`config.mk`:
```
export PLATFORM = sky130hd
export DESIGN_NAME = memory_round_ctrl
export DESIGN_NICKNAME = d
export VERILOG_FILES = /design/src/rtl/memory_round_ctrl.sv
export SDC_FILE = /design/constraint.sdc
export NUM_CORES = 1
export LEC_CHECK = 0
export ABC_CLOCK_PERIOD_IN_PS = 8000
export CAP_MARGIN = 20
export CORE_ASPECT_RATIO = 2
export CORE_MARGIN = 2
export CORE_UTILIZATION = 35
export CTS_CLUSTER_SIZE = 12
export DETAILED_ROUTE_END_ITERATION = 8
export GPL_TIMING_DRIVEN = 0
export MAX_ROUTING_LAYER = met4
export SETUP_SLACK_MARGIN = 0.4
export SYNTH_ARGS = -nofsm -noshare
export SYNTH_HDL_FRONTEND = slang
export SYNTH_SLANG_ARGS = --single-unit
```
`constraint.sdc`:
```
create_clock -name clk -period 8 [get_ports clk]
set_clock_uncertainty 0.05 [all_clocks]
set_input_delay 1.2 -clock clk [delete_from_list [all_inputs] [get_ports clk]]
set_output_delay 1.2 -clock clk [all_outputs]
set_load 0.005 [all_outputs]
```
`src/rtl/memory_round_ctrl.sv`:
```
// Multi-round sequencer for the memorization game: latch a target, show it for a
// window that shrinks each round, collect keypad digits, score, and end in WIN or OVER.
module memory_round_ctrl #(
  parameter int DIGITS         = 4,
  parameter int SHOW_CYCLES    = 500000000,
  parameter int SHOW_STEP      = 100000000,
  parameter int MIN_SHOW       = 100000000,
  parameter int MAX_ROUNDS     = 5,
  parameter int TIMEOUT_CYCLES = 0,
  parameter int CW             = 30
) (
  input  logic                              clk,
  input  logic                              rst,
  input  logic                              start,
  input  logic [4*DIGITS-1:0]               rand_in,
  input  logic                              key_valid,
  input  logic [3:0]                        key_value,
  output logic [4*DIGITS-1:0]               target,
  output logic [4*DIGITS-1:0]               entry,
  output logic [$clog2(DIGITS+1)-1:0]       entry_count,
  output logic                              show_target,
  output logic                              result_valid,
  output logic                              result_correct,
  output logic [$clog2(MAX_ROUNDS+1)-1:0]   round,
  output logic [$clog2(MAX_ROUNDS+1)-1:0]   score,
  output logic [2:0]                        state
);

  localparam int EW = 4 * DIGITS;
  localparam int NW = $clog2(DIGITS + 1);
  localparam int RW = $clog2(MAX_ROUNDS + 1);
  localparam int LW = CW + 8;

  typedef enum logic [2:0] {
    IDLE  = 3'd0,
    SHOW  = 3'd1,
    INPUT = 3'd2,
    CHECK = 3'd3,
    WAIT  = 3'd4,
    WIN   = 3'd5,
    OVER  = 3'd6
  } ctrlState_t;

  ctrlState_t stateReg, nextState;
  logic [CW-1:0] showCnt;
  logic [CW-1:0] idleCnt;
  logic [EW-1:0] shiftedEntry;
  logic [RW-1:0] nextRound;
  logic          beginRound, acceptKey, timedOut, resolve, passed;

  // Shrinking window with a floor; the wide intermediate keeps the subtraction from wrapping.
  function automatic logic [LW-1:0] showLen(input logic [RW-1:0] r);
    logic [LW-1:0] dec;
    logic [LW-1:0] len;
    dec = LW'(SHOW_STEP) * (LW'(r) - LW'(1));
    len = (LW'(SHOW_CYCLES) > dec) ? LW'(SHOW_CYCLES) - dec : '0;
    if (len < LW'(MIN_SHOW)) len = LW'(MIN_SHOW);
    return len;
  endfunction

  if (DIGITS == 1) begin : g_oneDigit
    assign shiftedEntry = key_value;
  end else begin : g_multiDigit
    assign shiftedEntry = {entry[EW-5:0], key_value};
  end

  assign nextRound = (stateReg == WAIT) ? round + RW'(1) : RW'(1);
  assign state     = stateReg;

  always_comb begin
    // NOTE: every signal written here gets a default first so no latch is inferred.
    nextState  = stateReg;
    beginRound = 1'b0;
    acceptKey  = 1'b0;
    timedOut   = 1'b0;
    resolve    = 1'b0;
    passed     = 1'b0;
    case (stateReg)
      IDLE, WAIT, WIN, OVER: begin
        if (start) begin
          beginRound = 1'b1;
          nextState  = SHOW;
        end
      end
      SHOW: if (showCnt <= CW'(1)) nextState = INPUT;
      INPUT: begin
        if (key_valid) begin
          acceptKey = 1'b1;
          if (entry_count == NW'(DIGITS - 1)) nextState = CHECK;
        end else if (TIMEOUT_CYCLES > 0 && idleCnt == CW'(TIMEOUT_CYCLES - 1)) begin
          timedOut  = 1'b1;
          nextState = OVER;
        end
      end
      CHECK: begin
        resolve = 1'b1;
        passed  = (entry == target);
        if (!passed)                          nextState = OVER;
        else if (round == RW'(MAX_ROUNDS))    nextState = WIN;
        else                                  nextState = WAIT;
      end
      default: nextState = IDLE;
    endcase
  end

  always_ff @(posedge clk or negedge rst) begin
    // NOTE: sequential state uses non-blocking assignments so all registers update together.
    if (!rst) stateReg <= IDLE;
    else      stateReg <= nextState;
  end

  always_ff @(posedge clk or negedge rst) begin
    if (!rst) begin
      target         <= '0;
      entry          <= '0;
      entry_count    <= '0;
      show_target    <= 1'b0;
      result_valid   <= 1'b0;
      result_correct <= 1'b0;
      round          <= '0;
      score          <= '0;
      showCnt        <= '0;
      idleCnt        <= '0;
    end else begin
      result_valid <= resolve | timedOut;
      show_target  <= (nextState == SHOW);

      if (beginRound) begin
        target      <= rand_in;
        entry       <= '0;
        entry_count <= '0;
        showCnt     <= CW'(showLen(nextRound));
        idleCnt     <= '0;
        round       <= nextRound;
        if (stateReg != WAIT) score <= '0;
      end else if (stateReg == SHOW && showCnt != '0) begin
        showCnt <= showCnt - CW'(1);
      end

      if (acceptKey) begin
        entry       <= shiftedEntry;
        entry_count <= entry_count + NW'(1);
        idleCnt     <= '0;
      end else if (stateReg == INPUT) begin
        idleCnt <= idleCnt + CW'(1);
      end

      if (timedOut) result_correct <= 1'b0;
      if (resolve) begin
        result_correct <= passed;
        if (passed) score <= score + RW'(1);
      end
    end
  end

endmodule

```
* Word level (Yosys, flattened, before mapping)
Cells that the tools add are included.
** Cells by class
- Add/subtract/negate cells :: 6
- $mul :: 1
- $lt $le $gt $ge :: 3
- Equality and inequality tests :: 11
- Mux-type cells :: 26
- Reductions and logical operators :: 6
** Operators with widths (number)
- 30-bit two-way mux :: 3
- 29-bit by 38-bit > comparator with 1-bit output, first input constant :: 1
- 38-bit by 27-bit < comparator with 1-bit output, second input constant :: 1
- 19-bit by 38-bit multiplier with 30-bit output, first input constant :: 1
- 38-bit two-way mux :: 1
- 29-bit by 38-bit subtractor with 38-bit output, first input constant :: 1
- 3-bit two-way mux :: 11
- 16-bit two-way mux :: 2
- 30-bit by 1-bit less-or-equal comparator with 1-bit output, second input constant :: 1
- 30-bit nonzero test :: 1
- 30-bit by 1-bit subtractor with 30-bit output, second input constant :: 1
- 16-bit equality test :: 1
- 3-bit equality test, second input constant :: 4
- 3-bit case mux with 4 select lines :: 1
- 3-bit by 1-bit adder with 3-bit output, second input constant :: 3
- 3-bit by 2-bit equality test with 1-bit output, second input constant :: 3
- 1-bit two-way mux :: 7
- 3-bit by 1-bit equality test with 1-bit output, second input constant :: 2
- 2-bit nonzero test :: 2
- 4-bit OR reduction :: 1
- 3-bit by 1-bit subtractor with 4-bit output, second input constant :: 1
- 3-bit zero test :: 1
- 3-bit != test, second input constant :: 1
- 2-bit two-way mux :: 1
- 1-bit logical AND :: 1
** Storage, ports and cells
- Flip-flop bits (word level) :: 77
- Bits of input ports :: 24
- Output and inout port bits :: 47

* Longest topological paths before layout
- Word-level depth :: 9
- Mapped depth :: 36
- Mapped depth without buffers :: 31

* Least setup slack after synthesis
No wires, ideal clock.
- Path type :: register to register
- Start :: reg round[0]
- End :: reg showCnt[15]
- Setup time :: 87 ps
- Data arrival time :: 7704 ps
- Path slack :: 159 ps
- Cell stages (with the launch flop) :: 28
- Buffers on the path :: 1
- Period minus slack after synthesis :: 7841 ps
- Path through :: dfrtp_1 > ha_1 > nand2b_1 > ha_1 > xnor2_1 > inv_1 > fa_1 > ha_1 > fa_1 > inv_1 > fa_1 > ha_1 > or2_2 > fa_1 > ha_1 > buf_4 > nand2_4 > o311a_1 > a2111oi_4 > o311a_2 > o221ai_2 > xor2_1 > or3b_4 > nor4_4 > a31o_2 > nor3_1 > o21a_1 > a211oi_2
** On the way
- Longest elaborated chain between the ends :: 9
** Ends and longest elaborated chain
- from (decl) :: RTL line 24 : output logic [$clog2(MAX_ROUNDS+1)-1:0] round,
- from (signal assigned) :: RTL line 134 : round <= nextRound;
- 3-bit by 1-bit adder with 3-bit output (*) :: RTL line 67 : assign nextRound = (stateReg == WAIT) ? round + RW'(1) : RW'(1);
- 3-bit two-way mux (*) :: RTL line 67
- 3-bit by 1-bit subtractor with 4-bit output (*) :: RTL line 55 : dec = LW'(SHOW_STEP) * (LW'(r) - LW'(1));
- 19-bit by 38-bit multiplier with 30-bit output (*) :: RTL line 55
- 29-bit by 38-bit subtractor with 38-bit output or 29-bit by 38-bit > comparator with 1-bit output (tied branches) :: RTL line 56 : len = (LW'(SHOW_CYCLES) > dec) ? LW'(SHOW_CYCLES) - dec : '0;
- 38-bit two-way mux (*) :: RTL line 56
- 38-bit by 27-bit < comparator with 1-bit output :: RTL line 57 : if (len < LW'(MIN_SHOW)) len = LW'(MIN_SHOW);
- 30-bit two-way mux (*) :: RTL line 57
- 30-bit two-way mux (*) :: RTL line 128 : if (beginRound) begin
- to (signal assigned) :: RTL line 132 : showCnt <= CW'(showLen(nextRound));
- to (signal assigned) :: RTL line 137 : showCnt <= showCnt - CW'(1);
- to (decl) :: RTL line 45 : logic [CW-1:0] showCnt;
Every way passes the cells marked *; elsewhere a longest branch is shown, timed or not.
A chain may end at the register's enable or synchronous reset.

* Worst setup path after layout
- Start :: reg stateReg[2], in the netlist state[2]
- End :: reg showCnt[18]
** On the way
- Longest elaborated chain between the ends :: 9
** Ends and longest elaborated chain
- from (decl) :: RTL line 44 : ctrlState_t stateReg, nextState;
- from (signal assigned) :: RTL line 109 : else stateReg <= nextState;
- 3-bit equality test (*) :: RTL line 67
- 3-bit two-way mux (*) :: RTL line 67
- via nextRound[0] :: RTL line 48 : logic [RW-1:0] nextRound;
- 3-bit by 1-bit subtractor with 4-bit output (*) :: RTL line 55
- 19-bit by 38-bit multiplier with 30-bit output (*) :: RTL line 55
- 29-bit by 38-bit subtractor with 38-bit output or 29-bit by 38-bit > comparator with 1-bit output (tied branches) :: RTL line 56
- 38-bit two-way mux (*) :: RTL line 56
- 38-bit by 27-bit < comparator with 1-bit output :: RTL line 57
- 30-bit two-way mux (*) :: RTL line 57
- 30-bit two-way mux (*) :: RTL line 128
The timed path passes the listed nets; every way through them passes the cells marked *.

==> impl_results.html <==
<table>
<tr><th>Metric</th><th>Value</th></tr>
<tr><th colspan="2">Synth</th></tr>
<tr><td>Cell taking the most area after synthesis</td><td>dfrtp_1</td></tr>
<tr><td>Top area cells in the synthesized netlist</td><td>dfrtp_1 (25%), ha_1 (15%), nand2_1 (7.1%)</td></tr>
<tr><td>Share of the yosys chip area belonging to registers</td><td>25.3%</td></tr>
<tr><td>Area share of the leading cell type in the synthesized netlist</td><td>25.3%</td></tr>
<tr><td>Yosys synthesis warning count</td><td>0</td></tr>
<tr><td>Number of flip-flops and latches in the synthesized netlist</td><td>77</td></tr>
<tr><td>Post-synthesis async set-or-reset flop share</td><td>100%</td></tr>
<tr><td>Netlist area before placement</td><td>roughly 0.0076 sq mm</td></tr>
<tr><td>EDFF count, synth</td><td>0</td></tr>
<tr><td>Post-synthesis cell type count</td><td>85</td></tr>
<tr><td>Number of standard cells after synthesis</td><td>approximately 900</td></tr>
<tr><td>Post-synth top flop</td><td>dfrtp_1</td></tr>
<tr><td>Mean cell area of the mapped netlist</td><td>~8.5 sq um</td></tr>
<tr><th colspan="2">Global routing</th></tr>
<tr><td>Maximum number of pins on one net before global-route repair</td><td>between 40 and 50</td></tr>
<tr><td>Via count of the first global-routing pass</td><td>7421</td></tr>
<tr><td>Antenna violations before repair</td><td>0</td></tr>
<tr><td>Total overflow reported by the global router</td><td>0</td></tr>
<tr><td>Wire length of the first global-routing pass</td><td>roughly 38000 um</td></tr>
<tr><td>All-layer global routing usage</td><td>approximately 22%</td></tr>
<tr><th colspan="2">STA</th></tr>
<tr><td>Final setup violation count</td><td>0</td></tr>
<tr><td>Worst hold slack</td><td>430 ps</td></tr>
<tr><td>Setup slack after layout</td><td>562 ps</td></tr>
<tr><td>Slew Limit Headroom</td><td>43.2%</td></tr>
<tr><td>Setup repair after global routing missed its margin</td><td>yes</td></tr>
<tr><td>Final number of max-transition violations</td><td>0</td></tr>
<tr><td>Hold violation total from the final report</td><td>0</td></tr>
<tr><td>Achievable Freq</td><td>around 130 MHz</td></tr>
<tr><td>Final cycle utilization of the critical path</td><td>93.0%</td></tr>
<tr><td>Shortest period the worst path allows</td><td>7440 ps</td></tr>
<tr><td>Worst-margin pin slew</td><td>846 ps</td></tr>
<tr><th colspan="2">Detailed routing</th></tr>
<tr><td>Via/cell ratio</td><td>5.41</td></tr>
<tr><td>Total number of vias</td><td>7074</td></tr>
<tr><td>Final wirelength</td><td>roughly 24000 um</td></tr>
<tr><td>ANT nets after route</td><td>0</td></tr>
<tr><td>Wirelength per Cell</td><td>18.6 um</td></tr>
<tr><td>DRC violation total after the first TritonRoute iteration</td><td>312</td></tr>
<tr><td>Drt pass-1 iters</td><td>4</td></tr>
<tr><td>Number of remaining DRC errors</td><td>0</td></tr>
<tr><th colspan="2">Pwr</th></tr>
<tr><td>Maximum VDD drop</td><td>0.135 mV</td></tr>
<tr><td>Clock network fraction of design power</td><td>29.7%</td></tr>
<tr><td>Internal portion of total power</td><td>0.909 mW</td></tr>
<tr><td>Power density normalized to cell area</td><td>135 mW/mm^2</td></tr>
<tr><td>NetSw</td><td>0.444 mW</td></tr>
<tr><td>Sequential share of power</td><td>42.6%</td></tr>
<tr><td>Combinational fraction of design power</td><td>27.7%</td></tr>
<tr><td>Leakage power total</td><td>4.62 nW</td></tr>
<tr><td>Switch share</td><td>32.8%</td></tr>
<tr><th colspan="2">Placement</th></tr>
<tr><td>Inst Count DP</td><td>1240</td></tr>
<tr><td>Setup slack after placement</td><td>-1080 ps</td></tr>
<tr><td>Sum of net half-perimeters after detailed placement</td><td>about 19000 um</td></tr>
<tr><td>Gp weighted congestion</td><td>0.999</td></tr>
<tr><td>Number of I/O port buffers</td><td>70</td></tr>
<tr><td>Placement Cell Area</td><td>0.00871 sq mm</td></tr>
<tr><th colspan="2">Finish</th></tr>
<tr><td>Commonest non-fill, non-tap cells in the layout</td><td>nand2_1 (140), ha_1 (78), dfrtp_1 (75)</td></tr>
<tr><td>Share of layout cells above drive strength 1</td><td>18.8%</td></tr>
<tr><td>Final net count</td><td>around 1200</td></tr>
<tr><td>Most common cell after layout, fill and taps aside</td><td>nand2_1</td></tr>
<tr><td>Final instance area</td><td>0.0100 sq mm</td></tr>
<tr><td>Area Growth Syn to Fin</td><td>31.4%</td></tr>
<tr><td>Finished Layout Cells</td><td>1308</td></tr>
<tr><td>Number of antenna cells inserted</td><td>0</td></tr>
<tr><td>Layout fillers</td><td>2170</td></tr>
<tr><th colspan="2">Critical path</th></tr>
<tr><td>Crit path buf inv count</td><td>9</td></tr>
<tr><td>Crit Path Category</td><td>flop to flop</td></tr>
<tr><td>R2R Path Start</td><td>state[2]</td></tr>
<tr><td>Max Fanout on Critical Path</td><td>7</td></tr>
<tr><td>Cell type with the highest occurrence count on the critical path</td><td>buf_6</td></tr>
<tr><td>Reg-to-reg setup timing slack</td><td>560 ps</td></tr>
<tr><td>Crit end category</td><td>flop</td></tr>
<tr><td>Family with the most delay on the worst path</td><td>adder cells</td></tr>
<tr><td>End of the worst register-to-register path</td><td>showCnt[18]</td></tr>
<tr><td>Start point of the critical path</td><td>state[2]</td></tr>
<tr><td>Required arrival time at the worst endpoint</td><td>between 8000 and 9000 ps</td></tr>
<tr><td>Worst setup path end</td><td>showCnt[18]</td></tr>
<tr><td>Startpoint kind of the worst setup timing path</td><td>flop</td></tr>
<tr><td>Data arrival time of the worst path</td><td>7640 ps</td></tr>
<tr><td>Delay of the slowest critical-path stage</td><td>520 ps</td></tr>
<tr><td>Number of gates on the worst path with buffers counted</td><td>32</td></tr>
<tr><td>Path depth of the worst reg2reg path</td><td>32</td></tr>
<tr><td>Highest-delay cell along the critical path</td><td>fa_1</td></tr>
<tr><th colspan="2">Worst hold path</th></tr>
<tr><td>Class of the most critical hold timing path</td><td>flop to flop</td></tr>
<tr><th colspan="2">Clock network</th></tr>
<tr><td>Clock tree from TritonCTS</td><td>yes</td></tr>
<tr><td>Number of buffers added by the clock tree synthesis step</td><td>9</td></tr>
<tr><td>Maximum clock insertion buffer count</td><td>2</td></tr>
<tr><td>H-tree levels</td><td>3</td></tr>
<tr><td>Worst-Skew Late Latency</td><td>340 ps</td></tr>
<tr><td>CTS root buffer</td><td>clkbuf_16</td></tr>
<tr><td>Clock slew at the register clock pins of the worst setup and hold paths</td><td>60 ps</td></tr>
<tr><td>Quantity of hold-fixing buffers added after cts</td><td>0</td></tr>
<tr><td>Sink Count</td><td>77</td></tr>
<tr><th colspan="2">Floorplanning</th></tr>
<tr><td>Count of boundary I/O pins</td><td>just over 70</td></tr>
<tr><td>Horizontal die dimension</td><td>108 um</td></tr>
<tr><td>Die area</td><td>around 0.023 sq mm</td></tr>
<tr><td>Starting Density</td><td>between 30 and 40%</td></tr>
<tr><td>Die boundary height</td><td>213 um</td></tr>
<tr><td>Placement Rows</td><td>76</td></tr>
<tr><td>Core Region</td><td>0.0215 sq mm</td></tr>
<tr><th colspan="2">Run status</th></tr>
<tr><td>Outcome</td><td>completed</td></tr>
<tr><th colspan="2">Flow run</th></tr>
<tr><td>Max-cap violation count</td><td>0</td></tr>
</table>
==> final cells by class <==
cell class	count	area [sq um]	area share, %
inverter	81	323	3.23
multi-input combinational	706	5780	57.8
timing repair buffer	123	1120	11.2
clock buffer	11	253	2.53
tap	273	342	3.42
buffer	32	208	2.08
sequential	77	1930	19.3
clock inverter	5	42.5	0.426
==> what timing repair did <==
action | 4_1_cts | 5_1_grt
cloned | 0 | 1
resized for setup | 73 | 56
setup buffers | 36 | 15
pin swaps | 22 | 31
setup endpoints to repair | 21 | 17
==> synthesized netlist by cell type, drive strengths merged (14+ instances only) <==
cell and number:
o21ai 42, nand2 146, clkbuf 18, nand3 36, xor2 32, inv 80
a21oi 38, ha 92, buf 14, nor3 25, fa 26, xnor2 39
dfrtp 77, nor2 48
==> metal layers <==
layer,routed length [um],vias to the layer above,track usage (%)
met5,0,-,-
met4,1950,0,15.3
met3,503,99,2.08
met2,14100,178,43.9
met1,7780,3437,18.8
li1,-,3360,-
==> state kept, by name (all words and copies together), names as in the netlist <==
register	cells
score	3
show_target	1
state	3
entry_count	3
target	16
showCnt	30
entry	16
round	3
result_valid	1
result_correct	1
==> cells by family after synthesis <==
kind of cell,Yosys count,synth area share [%]
AO/OA/AOI/OAI,175,16.1
flip-flops,77,25.3
AND/OR/NAND/NOR,334,21.3
other,2,0.0987
adder cells (fa/ha/maj),118,22.0
buffers and inverters,113,6.12
XOR/XNOR,71,8.37
multiplexers,5,0.674
==> worst reg2reg max path, delay by kind of cell (launching register included) <==
kind,cells,cell delay (ps)
compound gates,7,1290
xor+xnor,2,350
fa+ha+maj,8,2840
buf+inv,9,1060
flops,1,390
simple gates,6,1370
==> power by group through the flow <==
stage	registers (mW)	clock network, mW	logic [mW]
after CTS	0.576	0.409	0.375
after global routing	0.588	0.422	0.420
after global placement	0.579	0	0.355
after detailed placement	0.583	0	0.363
after floorplan	0.563	0	0.196
final	0.576	0.401	0.375
==> worst min path at each step <==
stage,endpoint,slack [ps],start,depth (start not counted)
2_1_floorplan,result_correct,420,result_correct,1
3_3_place_gp,result_correct,410,result_correct,1
3_5_place_dp,result_correct,420,result_correct,1
4_1_cts,result_correct,440,result_correct,1
5_1_grt,result_correct,460,result_correct,1
6_report,result_correct,430,result_correct,1
==> stage by stage <==
step / setup TNS (ps) / power, mW / utilization (%)
global route: 0 / 1.43 / 46.5
detailed placement: -15430 / 0.945 / 40.5
global placement: -14880 / 0.934 / 40.4
CTS: 0 / 1.36 / 44.8
floorplan: 0 / 0.759 / -
finish: 0 / 1.35 / 46.5
Power figures use the tool's default switching activity.
